==> src/rtl/mini_src_pkg.sv <==
// Shared opcode constants, FSM state encoding and instruction classes for the mini-SRC control unit.
// Imported by the opcode-class decoder and the control FSM.
package mini_src_pkg;

  localparam logic [4:0] OP_LD   = 5'b00000;
  localparam logic [4:0] OP_LDI  = 5'b00001;
  localparam logic [4:0] OP_ST   = 5'b00010;
  localparam logic [4:0] OP_ADD  = 5'b00011;
  localparam logic [4:0] OP_SUB  = 5'b00100;
  localparam logic [4:0] OP_AND  = 5'b00101;
  localparam logic [4:0] OP_OR   = 5'b00110;
  localparam logic [4:0] OP_ROR  = 5'b00111;
  localparam logic [4:0] OP_ROL  = 5'b01000;
  localparam logic [4:0] OP_SHR  = 5'b01001;
  localparam logic [4:0] OP_SHRA = 5'b01010;
  localparam logic [4:0] OP_SHL  = 5'b01011;
  localparam logic [4:0] OP_ADDI = 5'b01100;
  localparam logic [4:0] OP_ANDI = 5'b01101;
  localparam logic [4:0] OP_ORI  = 5'b01110;
  localparam logic [4:0] OP_DIV  = 5'b01111;
  localparam logic [4:0] OP_MUL  = 5'b10000;
  localparam logic [4:0] OP_NEG  = 5'b10001;
  localparam logic [4:0] OP_NOT  = 5'b10010;
  localparam logic [4:0] OP_BR   = 5'b10011;
  localparam logic [4:0] OP_JAL  = 5'b10100;
  localparam logic [4:0] OP_JR   = 5'b10101;
  localparam logic [4:0] OP_IN   = 5'b10110;
  localparam logic [4:0] OP_OUT  = 5'b10111;
  localparam logic [4:0] OP_MFLO = 5'b11000;
  localparam logic [4:0] OP_MFHI = 5'b11001;
  localparam logic [4:0] OP_NOP  = 5'b11010;
  localparam logic [4:0] OP_HALT = 5'b11011;

  // ALU code used for address and branch-target arithmetic
  localparam logic [4:0] ALU_ADD = OP_ADD;

  typedef enum logic [3:0] {
    S_RST  = 4'd0,
    S_F0   = 4'd1,
    S_F1   = 4'd2,
    S_F2   = 4'd3,
    S_F3   = 4'd4,
    S_E0   = 4'd5,
    S_E1   = 4'd6,
    S_E2   = 4'd7,
    S_E3   = 4'd8,
    S_E4   = 4'd9,
    S_E5   = 4'd10,
    S_HALT = 4'd11
  } state_t;

  typedef enum logic [3:0] {
    CLS_LD, CLS_LDI, CLS_ST, CLS_RALU, CLS_IALU, CLS_MULDIV, CLS_UNARY, CLS_BR,
    CLS_JAL, CLS_JR, CLS_IN, CLS_OUT, CLS_MFLO, CLS_MFHI, CLS_NOP, CLS_HALT
  } opclass_t;

  typedef struct packed {
    logic       pc_in, ir_in, y_in, z_in, hi_in, lo_in, mar_in, mdr_in, outport_in, inc_pc;
    logic       pc_out, zhigh_out, zlow_out, hi_out, lo_out, mdr_out, inport_out, c_out;
    logic       read, write;
    logic       gra, grb, grc, rin, rout, ba_out, r15_in;
    logic [4:0] alu;
  } ctrl_t;

  // Final execute state of each class; the FSM leaves it for F0 (or HALT)
  function automatic state_t last_estate(opclass_t cls);
    case (cls)
      CLS_LD:                        return S_E5;
      CLS_ST:                        return S_E4;
      CLS_LDI, CLS_RALU, CLS_IALU:   return S_E2;
      CLS_MULDIV, CLS_BR:            return S_E3;
      CLS_UNARY, CLS_JAL:            return S_E1;
      default:                       return S_E0;
    endcase
  endfunction

endpackage

==> src/rtl/control_unit_if.sv <==
// Control-unit <-> datapath signal bundle: instruction/condition inputs, strobes and ALU code out.
// master = control unit side, slave = datapath side.
interface control_unit_if;
  logic [31:0] IR_Data;
  logic        CON_out;
  logic        PC_in, IR_in, Y_in, Z_in, HI_in, LO_in, MAR_in, MDR_in, OutPort_in, IncPC;
  logic        PC_out, Zhigh_out, Zlow_out, HI_out, LO_out, MDR_out, InPort_out, C_out;
  logic        Read, Write;
  logic        Gra, Grb, Grc, Rin, Rout, BAout, R15_in;
  logic [4:0]  alu_instruction_bits;
  logic        run;

  modport master (
    input  IR_Data, CON_out,
    output PC_in, IR_in, Y_in, Z_in, HI_in, LO_in, MAR_in, MDR_in, OutPort_in, IncPC,
    output PC_out, Zhigh_out, Zlow_out, HI_out, LO_out, MDR_out, InPort_out, C_out,
    output Read, Write, Gra, Grb, Grc, Rin, Rout, BAout, R15_in,
    output alu_instruction_bits, run
  );

  modport slave (
    output IR_Data, CON_out,
    input  PC_in, IR_in, Y_in, Z_in, HI_in, LO_in, MAR_in, MDR_in, OutPort_in, IncPC,
    input  PC_out, Zhigh_out, Zlow_out, HI_out, LO_out, MDR_out, InPort_out, C_out,
    input  Read, Write, Gra, Grb, Grc, Rin, Rout, BAout, R15_in,
    input  alu_instruction_bits, run
  );
endinterface

==> src/rtl/cu_opclass_decode.sv <==
// Maps a 5-bit opcode onto the instruction class that selects the execute sequence.
// Purely combinational; unassigned opcodes fall into the nop class.
module cu_opclass_decode
  import mini_src_pkg::*;
(
  input  logic [4:0] opcode,
  output opclass_t   opclass
);

  always_comb begin
    opclass = CLS_NOP;
    case (opcode)
      OP_LD:   opclass = CLS_LD;
      OP_LDI:  opclass = CLS_LDI;
      OP_ST:   opclass = CLS_ST;
      OP_ADD, OP_SUB, OP_AND, OP_OR, OP_ROR, OP_ROL, OP_SHR, OP_SHRA, OP_SHL:
               opclass = CLS_RALU;
      OP_ADDI, OP_ANDI, OP_ORI:
               opclass = CLS_IALU;
      OP_DIV, OP_MUL:
               opclass = CLS_MULDIV;
      OP_NEG, OP_NOT:
               opclass = CLS_UNARY;
      OP_BR:   opclass = CLS_BR;
      OP_JAL:  opclass = CLS_JAL;
      OP_JR:   opclass = CLS_JR;
      OP_IN:   opclass = CLS_IN;
      OP_OUT:  opclass = CLS_OUT;
      OP_MFLO: opclass = CLS_MFLO;
      OP_MFHI: opclass = CLS_MFHI;
      OP_HALT: opclass = CLS_HALT;
      default: opclass = CLS_NOP;
    endcase
  end

endmodule

==> src/rtl/control_unit.sv <==
// Mini-SRC control unit: fetch F0-F3 then class-specific execute states E0-E5, halt and reset states.
// Strobes are decoded from the current state and IR opcode; clr aborts any instruction.
module control_unit
  import mini_src_pkg::*;
(
  input  logic          clk,
  input  logic          clr,
  control_unit_if.master bus
);

  state_t     state;
  opclass_t   cls;
  ctrl_t      c;
  logic [4:0] opcode;
  logic       unused_ir;

  assign opcode    = bus.IR_Data[31:27];
  assign unused_ir = ^bus.IR_Data[26:0];

  cu_opclass_decode u_decode (
    .opcode  (opcode),
    .opclass (cls)
  );

  function automatic state_t exec_next(state_t cur, state_t nxt, opclass_t k);
    if (cur != last_estate(k)) return nxt;
    return (k == CLS_HALT) ? S_HALT : S_F0;
  endfunction

  always_ff @(posedge clk) begin
    if (clr) begin
      state <= S_RST;
    end else begin
      case (state)
        S_RST:   state <= S_F0;
        S_F0:    state <= S_F1;
        S_F1:    state <= S_F2;
        S_F2:    state <= S_F3;
        S_F3:    state <= S_E0;
        S_E0:    state <= exec_next(S_E0, S_E1, cls);
        S_E1:    state <= exec_next(S_E1, S_E2, cls);
        S_E2:    state <= exec_next(S_E2, S_E3, cls);
        S_E3:    state <= exec_next(S_E3, S_E4, cls);
        S_E4:    state <= exec_next(S_E4, S_E5, cls);
        S_E5:    state <= S_F0;
        S_HALT:  state <= S_HALT;
        default: state <= S_RST;
      endcase
    end
  end

  always_comb begin
    c = '0;
    case (state)
      S_F0: begin c.pc_out = 1'b1; c.mar_in = 1'b1; c.inc_pc = 1'b1; c.z_in = 1'b1; end
      S_F1: begin c.zlow_out = 1'b1; c.pc_in = 1'b1; c.read = 1'b1; end
      S_F2: begin c.read = 1'b1; c.mdr_in = 1'b1; end
      S_F3: begin c.mdr_out = 1'b1; c.ir_in = 1'b1; end
      S_E0: begin
        case (cls)
          CLS_RALU, CLS_IALU: begin c.grb = 1'b1; c.rout = 1'b1; c.y_in = 1'b1; end
          CLS_LDI, CLS_LD, CLS_ST: begin
            c.grb = 1'b1; c.rout = 1'b1; c.ba_out = 1'b1; c.y_in = 1'b1;
          end
          CLS_MULDIV: begin c.gra = 1'b1; c.rout = 1'b1; c.y_in = 1'b1; end
          CLS_UNARY: begin c.grb = 1'b1; c.rout = 1'b1; c.z_in = 1'b1; c.alu = opcode; end
          CLS_BR:    begin c.gra = 1'b1; c.rout = 1'b1; end
          CLS_JR:    begin c.gra = 1'b1; c.rout = 1'b1; c.pc_in = 1'b1; end
          CLS_JAL:   begin c.pc_out = 1'b1; c.r15_in = 1'b1; end
          CLS_IN:    begin c.inport_out = 1'b1; c.gra = 1'b1; c.rin = 1'b1; end
          CLS_OUT:   begin c.gra = 1'b1; c.rout = 1'b1; c.outport_in = 1'b1; end
          CLS_MFHI:  begin c.hi_out = 1'b1; c.gra = 1'b1; c.rin = 1'b1; end
          CLS_MFLO:  begin c.lo_out = 1'b1; c.gra = 1'b1; c.rin = 1'b1; end
          default: ;
        endcase
      end
      S_E1: begin
        case (cls)
          CLS_RALU:   begin c.grc = 1'b1; c.rout = 1'b1; c.z_in = 1'b1; c.alu = opcode; end
          CLS_IALU:   begin c.c_out = 1'b1; c.z_in = 1'b1; c.alu = opcode; end
          CLS_LDI, CLS_LD, CLS_ST: begin c.c_out = 1'b1; c.z_in = 1'b1; c.alu = ALU_ADD; end
          CLS_MULDIV: begin c.grb = 1'b1; c.rout = 1'b1; c.z_in = 1'b1; c.alu = opcode; end
          CLS_UNARY:  begin c.zlow_out = 1'b1; c.gra = 1'b1; c.rin = 1'b1; end
          CLS_BR:     begin c.pc_out = 1'b1; c.y_in = 1'b1; end
          CLS_JAL:    begin c.gra = 1'b1; c.rout = 1'b1; c.pc_in = 1'b1; end
          default: ;
        endcase
      end
      S_E2: begin
        case (cls)
          CLS_RALU, CLS_IALU, CLS_LDI: begin c.zlow_out = 1'b1; c.gra = 1'b1; c.rin = 1'b1; end
          CLS_LD, CLS_ST: begin c.zlow_out = 1'b1; c.mar_in = 1'b1; end
          CLS_MULDIV:     begin c.zlow_out = 1'b1; c.lo_in = 1'b1; end
          CLS_BR:         begin c.c_out = 1'b1; c.z_in = 1'b1; c.alu = ALU_ADD; end
          default: ;
        endcase
      end
      S_E3: begin
        case (cls)
          CLS_LD:     c.read = 1'b1;
          // MDR is loaded from the bus here, so Read must stay low
          CLS_ST:     begin c.gra = 1'b1; c.rout = 1'b1; c.mdr_in = 1'b1; end
          CLS_MULDIV: begin c.zhigh_out = 1'b1; c.hi_in = 1'b1; end
          CLS_BR:     begin c.zlow_out = 1'b1; c.pc_in = bus.CON_out; end
          default: ;
        endcase
      end
      S_E4: begin
        case (cls)
          CLS_LD:  begin c.read = 1'b1; c.mdr_in = 1'b1; end
          CLS_ST:  c.write = 1'b1;
          default: ;
        endcase
      end
      S_E5: begin
        if (cls == CLS_LD) begin
          c.mdr_out = 1'b1; c.gra = 1'b1; c.rin = 1'b1;
        end
      end
      default: ;
    endcase
  end

  assign bus.PC_in      = c.pc_in;
  assign bus.IR_in      = c.ir_in;
  assign bus.Y_in       = c.y_in;
  assign bus.Z_in       = c.z_in;
  assign bus.HI_in      = c.hi_in;
  assign bus.LO_in      = c.lo_in;
  assign bus.MAR_in     = c.mar_in;
  assign bus.MDR_in     = c.mdr_in;
  assign bus.OutPort_in = c.outport_in;
  assign bus.IncPC      = c.inc_pc;
  assign bus.PC_out     = c.pc_out;
  assign bus.Zhigh_out  = c.zhigh_out;
  assign bus.Zlow_out   = c.zlow_out;
  assign bus.HI_out     = c.hi_out;
  assign bus.LO_out     = c.lo_out;
  assign bus.MDR_out    = c.mdr_out;
  assign bus.InPort_out = c.inport_out;
  assign bus.C_out      = c.c_out;
  assign bus.Read       = c.read;
  assign bus.Write      = c.write;
  assign bus.Gra        = c.gra;
  assign bus.Grb        = c.grb;
  assign bus.Grc        = c.grc;
  assign bus.Rin        = c.rin;
  assign bus.Rout       = c.rout;
  assign bus.BAout      = c.ba_out;
  assign bus.R15_in     = c.r15_in;
  assign bus.alu_instruction_bits = c.alu;
  assign bus.run        = (state != S_HALT);

endmodule

==> src/flat_wrapper.sv <==
// flat-port wrapper written by rule: the top's interface ports become plain ports
module control_unit_flat import mini_src_pkg::*;
  (clk, clr, bus_IR_Data, bus_CON_out, bus_PC_in, bus_IR_in, bus_Y_in, bus_Z_in, bus_HI_in, bus_LO_in, bus_MAR_in, bus_MDR_in, bus_OutPort_in, bus_IncPC, bus_PC_out, bus_Zhigh_out, bus_Zlow_out, bus_HI_out, bus_LO_out, bus_MDR_out, bus_InPort_out, bus_C_out, bus_Read, bus_Write, bus_Gra, bus_Grb, bus_Grc, bus_Rin, bus_Rout, bus_BAout, bus_R15_in, bus_alu_instruction_bits, bus_run);
  control_unit_if bus_i ();
  input  logic clk;
  input  logic clr;
  input wire logic [$bits(bus_i.IR_Data)-1:0] bus_IR_Data;
  input wire logic [$bits(bus_i.CON_out)-1:0] bus_CON_out;
  output wire logic [$bits(bus_i.PC_in)-1:0] bus_PC_in;
  output wire logic [$bits(bus_i.IR_in)-1:0] bus_IR_in;
  output wire logic [$bits(bus_i.Y_in)-1:0] bus_Y_in;
  output wire logic [$bits(bus_i.Z_in)-1:0] bus_Z_in;
  output wire logic [$bits(bus_i.HI_in)-1:0] bus_HI_in;
  output wire logic [$bits(bus_i.LO_in)-1:0] bus_LO_in;
  output wire logic [$bits(bus_i.MAR_in)-1:0] bus_MAR_in;
  output wire logic [$bits(bus_i.MDR_in)-1:0] bus_MDR_in;
  output wire logic [$bits(bus_i.OutPort_in)-1:0] bus_OutPort_in;
  output wire logic [$bits(bus_i.IncPC)-1:0] bus_IncPC;
  output wire logic [$bits(bus_i.PC_out)-1:0] bus_PC_out;
  output wire logic [$bits(bus_i.Zhigh_out)-1:0] bus_Zhigh_out;
  output wire logic [$bits(bus_i.Zlow_out)-1:0] bus_Zlow_out;
  output wire logic [$bits(bus_i.HI_out)-1:0] bus_HI_out;
  output wire logic [$bits(bus_i.LO_out)-1:0] bus_LO_out;
  output wire logic [$bits(bus_i.MDR_out)-1:0] bus_MDR_out;
  output wire logic [$bits(bus_i.InPort_out)-1:0] bus_InPort_out;
  output wire logic [$bits(bus_i.C_out)-1:0] bus_C_out;
  output wire logic [$bits(bus_i.Read)-1:0] bus_Read;
  output wire logic [$bits(bus_i.Write)-1:0] bus_Write;
  output wire logic [$bits(bus_i.Gra)-1:0] bus_Gra;
  output wire logic [$bits(bus_i.Grb)-1:0] bus_Grb;
  output wire logic [$bits(bus_i.Grc)-1:0] bus_Grc;
  output wire logic [$bits(bus_i.Rin)-1:0] bus_Rin;
  output wire logic [$bits(bus_i.Rout)-1:0] bus_Rout;
  output wire logic [$bits(bus_i.BAout)-1:0] bus_BAout;
  output wire logic [$bits(bus_i.R15_in)-1:0] bus_R15_in;
  output wire logic [$bits(bus_i.alu_instruction_bits)-1:0] bus_alu_instruction_bits;
  output wire logic [$bits(bus_i.run)-1:0] bus_run;
  assign bus_i.IR_Data = bus_IR_Data;
  assign bus_i.CON_out = bus_CON_out;
  assign bus_PC_in = bus_i.PC_in;
  assign bus_IR_in = bus_i.IR_in;
  assign bus_Y_in = bus_i.Y_in;
  assign bus_Z_in = bus_i.Z_in;
  assign bus_HI_in = bus_i.HI_in;
  assign bus_LO_in = bus_i.LO_in;
  assign bus_MAR_in = bus_i.MAR_in;
  assign bus_MDR_in = bus_i.MDR_in;
  assign bus_OutPort_in = bus_i.OutPort_in;
  assign bus_IncPC = bus_i.IncPC;
  assign bus_PC_out = bus_i.PC_out;
  assign bus_Zhigh_out = bus_i.Zhigh_out;
  assign bus_Zlow_out = bus_i.Zlow_out;
  assign bus_HI_out = bus_i.HI_out;
  assign bus_LO_out = bus_i.LO_out;
  assign bus_MDR_out = bus_i.MDR_out;
  assign bus_InPort_out = bus_i.InPort_out;
  assign bus_C_out = bus_i.C_out;
  assign bus_Read = bus_i.Read;
  assign bus_Write = bus_i.Write;
  assign bus_Gra = bus_i.Gra;
  assign bus_Grb = bus_i.Grb;
  assign bus_Grc = bus_i.Grc;
  assign bus_Rin = bus_i.Rin;
  assign bus_Rout = bus_i.Rout;
  assign bus_BAout = bus_i.BAout;
  assign bus_R15_in = bus_i.R15_in;
  assign bus_alu_instruction_bits = bus_i.alu_instruction_bits;
  assign bus_run = bus_i.run;
  control_unit u_core (.clk(clk), .clr(clr), .bus(bus_i));
endmodule
==> config.mk <==
export PLATFORM = sky130hd
export DESIGN_NAME = control_unit_flat
export DESIGN_NICKNAME = d
export VERILOG_FILES = /design/src/rtl/mini_src_pkg.sv /design/src/rtl/control_unit_if.sv /design/src/rtl/cu_opclass_decode.sv /design/src/rtl/control_unit.sv /design/src/flat_wrapper.sv
export SDC_FILE = /design/constraint.sdc
export NUM_CORES = 1
export LEC_CHECK = 0
export ABC_AREA = 0
export CORE_ASPECT_RATIO = 0.6
export CORE_MARGIN = 3
export CORE_UTILIZATION = 35
export DETAILED_ROUTE_END_ITERATION = 10
export GPL_TIMING_DRIVEN = 0
export PLACE_DENSITY = 0.82
export SYNTH_ARGS = -nofsm -noshare
export SYNTH_HDL_FRONTEND = slang
export SYNTH_HIERARCHICAL = 1
export SYNTH_SLANG_ARGS = --single-unit
==> constraint.sdc <==
create_clock -name clk -period 3.85 [get_ports clk]
set_input_delay 0.5775 -clock clk [delete_from_list [all_inputs] [get_ports clk]]
set_output_delay 0.5775 -clock clk [all_outputs]
set_load 0.03 [all_outputs]
==> impl_metrics.csv <==
group,metric,value,unit
outcome,status,"completed",
clock_network,cts_tree,"done",
timing,slew_headroom,67.8,%
die,dieArea,0.00410,mm2
cells_and_area,areaGrowthSynthToFinish,43.9,%
cells_and_area,diodes,0,
cells_and_area,final_util,55.8,%
die,num_rows,15,
die,io_pins,68,
clock_network,cts-hold-fix-buffers,0,
worst_setup_path,cp-end-kind,"primary output",
worst_setup_path,cp.arrival,3150,ps
yosys,ys_seq_elements,4,
yosys,synth_area_per_cell,6.34,um2
cells_and_area,reg_top3,"u_core/state: 4 flops",
place,numPortBuffers,40,
drt,drt-total-wl,4130,um
clock_network,clock_latency,210,ps
cells_and_area,final_cells,273,
worst_setup_path,start_kind,"input port",
place,post-dp-hpwl,3090,um
yosys,synth.cell_area,0.00117,mm2
timing,worst_clock_skew,1.75,ps
global_routing,grt_usage,20.3,%
drt,ant_nets,0,
clock_network,cts.sinks,4,
clock_network,htree_levels,1,
timing,period_share,96.9,%
power_and_ir_drop,share_comb_of_total_power,60.6,%
die,dieWidth,80.7,um
worst_setup_path,critPathKind,"input port to primary output",
power_and_ir_drop,power_switching_share,44.9,%
cells_and_area,multiInputGateArea,0.00101,mm2
die,core_area,0.00302,mm2
timing,holdWs,841,ps
die,die_y,50.8,um
power_and_ir_drop,total_leakage_power,0.771,nW
power_and_ir_drop,internal_power,190,uW
power_and_ir_drop,switchingPower,155,uW
power_and_ir_drop,clockPowerShare,25.2,%
yosys,synth_edf_count,0,
die,initial_core_util,38.8,%
drt,drcViolationCount,0,
global_routing,grt_max_degree,11,
worst_setup_path,crit_fanout,10,
timing,hold_violations,0,
place,dpl_worst_slack,-947,ps
clock_network,cts_root_buf,"clkbuf_8",
global_routing,grt_pass1_wl,6760,um
drt,top_layer,"met3",
clock_network,cts_buffers,3,
timing,finalMaxSlewViolations,0,
yosys,netlist_instances,185,
global_routing,antenna_found_initial,0,
power_and_ir_drop,power_density,205,mW/mm2
timing,worst_pin_slew,482,ps
drt,wl_met1,1880,um
hold_path,min_path_cells,3,
worst_setup_path,r2r_cells,5,
drt,routed-wl-met2,1740,um
cells_and_area,largest_register_ffs,4,
global_routing,grt-ovfl-total,0,
clock_network,clk_pin_slew,30,ps
drt,wl_per_cell,15.1,um
yosys,synth_warnings,6,
yosys,yosysSeqAreaShare,6.83,%
yosys,synth_nets,222,
yosys,yosysUniqueCellTypes,53,
power_and_ir_drop,irDropWorstVdd,0.0974,mV
cells_and_area,drive_above_1_share,18.6,%
yosys,async_reset_ff_share,0,%
timing,setup_ws,121,ps
timing,fin_crit,3730,ps
cells_and_area,regArea,80.1,um2
worst_setup_path,crit_required,3270,ps
timing,setup_violations,0,
drt,viasPerCell,5.94,
global_routing,grt_pass1_vias,1432,
cells_and_area,largest_register,"u_core/state",
drt,dr.pass1.iters,5,
clock_network,clock_path_buffers,2,
timing,max_freq,268,MHz
flow_run,max_cap_viol_count,0,
hold_path,hold_class,"flop to flop",
place,place_inst,267,
yosys,synth-main-ff-cell,"dfxtp_1",
drt,routed-wl-met3,509,um
drt,via_count,1622,
drt,drt_iter0_drc,263,
cells_and_area,fillCellCount,304,
cells_and_area,final_net_count,270,
power_and_ir_drop,pwr-share-seq,14.1,%
place,place.gp.congestion,0.969,
cells in the mapped netlist, types with 2 or more instances:
cell	count	share of area, %
o32a_1	2	1.7
buf_1	3	0.96
inv_1	7	2.2
nor4b_1	2	1.5
nand3b_1	2	1.3
a211o_1	3	2.2
o31ai_1	2	1.3
or4b_1	2	1.7
or3b_1	2	1.5
xnor2_1	3	2.2
a31oi_1	5	2.7
or4_1	2	1.3
nand3_1	8	3.4
nand4_1	5	2.7
nor2b_1	3	1.6
o21ai_0	7	3.0
nor2_1	18	5.8
and2b_1	2	1.3
nand2b_1	6	3.2
o21ai_1	3	1.3
buf_2	5	2.1
and2_1	4	2.1
or2_2	2	1.1
ha_1	2	2.1
nor3_1	7	3.0
dfxtp_1	4	6.8
a21oi_1	11	4.7
o211ai_1	3	1.9
or3_1	3	1.6
clkbuf_1	10	3.2
a22oi_1	2	1.3
o32ai_1	2	1.5
and3_1	2	1.1
nor3b_1	4	2.6
nor4bb_1	3	2.6
buf_4	3	1.9
mux2i_1	2	1.7
nand2_1	14	4.5
critical path: stages:
cell and delay (ps):
clkdlybuf4s50_1 480, buf_4 170, or3b_1 350, nand3_1 100
o21ai_2 90, clkbuf_2 190, or2_2 340, nor2_1 170
clkdlybuf4s50_1 690
power groups by stage:
stage                     Combinational, mW  Sequential, mW  Clock, mW
after floorplan                       0.135          0.0480          0
after CTS                             0.202          0.0487     0.0904
after global routing                  0.227          0.0494     0.0925
final                                 0.209          0.0488     0.0871
after detailed placement              0.197          0.0493          0
after global placement                0.195          0.0492          0
logic make-up (layout without fill, tap and decap cells):
family	count (synthesis)	in the layout	share of synthesized area [%]
simple gates	97	97	48.8
compound gates	48	48	27.1
buf+inv	28	74	10.5
xor+xnor	4	4	2.99
flops	4	4	6.83
fa+ha+maj	2	2	2.13
mux	2	2	1.71
repair_timing:
| item | 4_1_cts | 5_1_grt |
|---|---|---|
| pin swaps | 2 | 2 |
| setup buffers | 3 | 1 |
| gates resized for setup | 44 | 42 |
| setup endpoints to repair | 30 | 26 |
layout by cell type (no fill, tap or decap), types with 3 or more instances in the layout:
cell type        synthesis  layout
a211o_1                  3       3
a21oi_1                 11      11
a31oi_1                  5       5
and2_1                   4       4
buf_2                    5      11
buf_4                    3       7
clkbuf_1                10       8
clkbuf_2                 0       9
clkbuf_8                 0       4
clkdlybuf4s50_1          0      15
dfxtp_1                  4       4
dlygate4sd2_1            0       3
dlymetal6s2s_1           0       6
inv_1                    7       7
nand2_1                 14      14
nand2b_1                 6       6
nand3_1                  8       8
nand4_1                  5       5
nor2_1                  18      15
nor2_2                   0       3
nor2b_1                  3       3
nor3_1                   7       7
nor3b_1                  4       4
nor4bb_1                 3       3
o211ai_1                 3       3
o21ai_0                  7       6
o21ai_1                  3       3
or3_1                    3       3
xnor2_1                  3       3
final timing paths:
path	startpoint	endpoint	slack (ps)
worst min register to register	u_core/state[1]	u_core/state[3]	840
worst min-delay path	u_core/state[1]	u_core/state[3]	840
worst max register to register	u_core/state[3]	u_core/state[3]	2060
worst max-delay path	bus_IR_Data[31]	bus_R15_in	120
final cells by class:
type / instances / share of cell area [%]
tap: 42 / 3.12
inverter: 7 / 1.56
multi-input combinational: 153 / 59.9
clock buffer: 3 / 2.45
buffer: 20 / 6.16
sequential: 4 / 4.75
timing repair buffer: 44 / 22.1
per-stage QoR:
stage                     instance area (um2)  power (mW)  setup TNS [ps]
after global routing                     1690       0.369           -28.7
after detailed placement                 1630       0.246          -16210
after global placement                   1630       0.244          -16080
after CTS                                1710       0.341            -227
final                                    1690       0.345               0
after floorplan                          1170       0.183               0
routing by layer:
metal,GRT usage (%),up-vias
li1,-,779
met1,30.8,736
met2,29.9,107
met3,4.05,0
met4,2.53,0
met5,0,-
No activity file was read; power rests on OpenSTA's default activity.
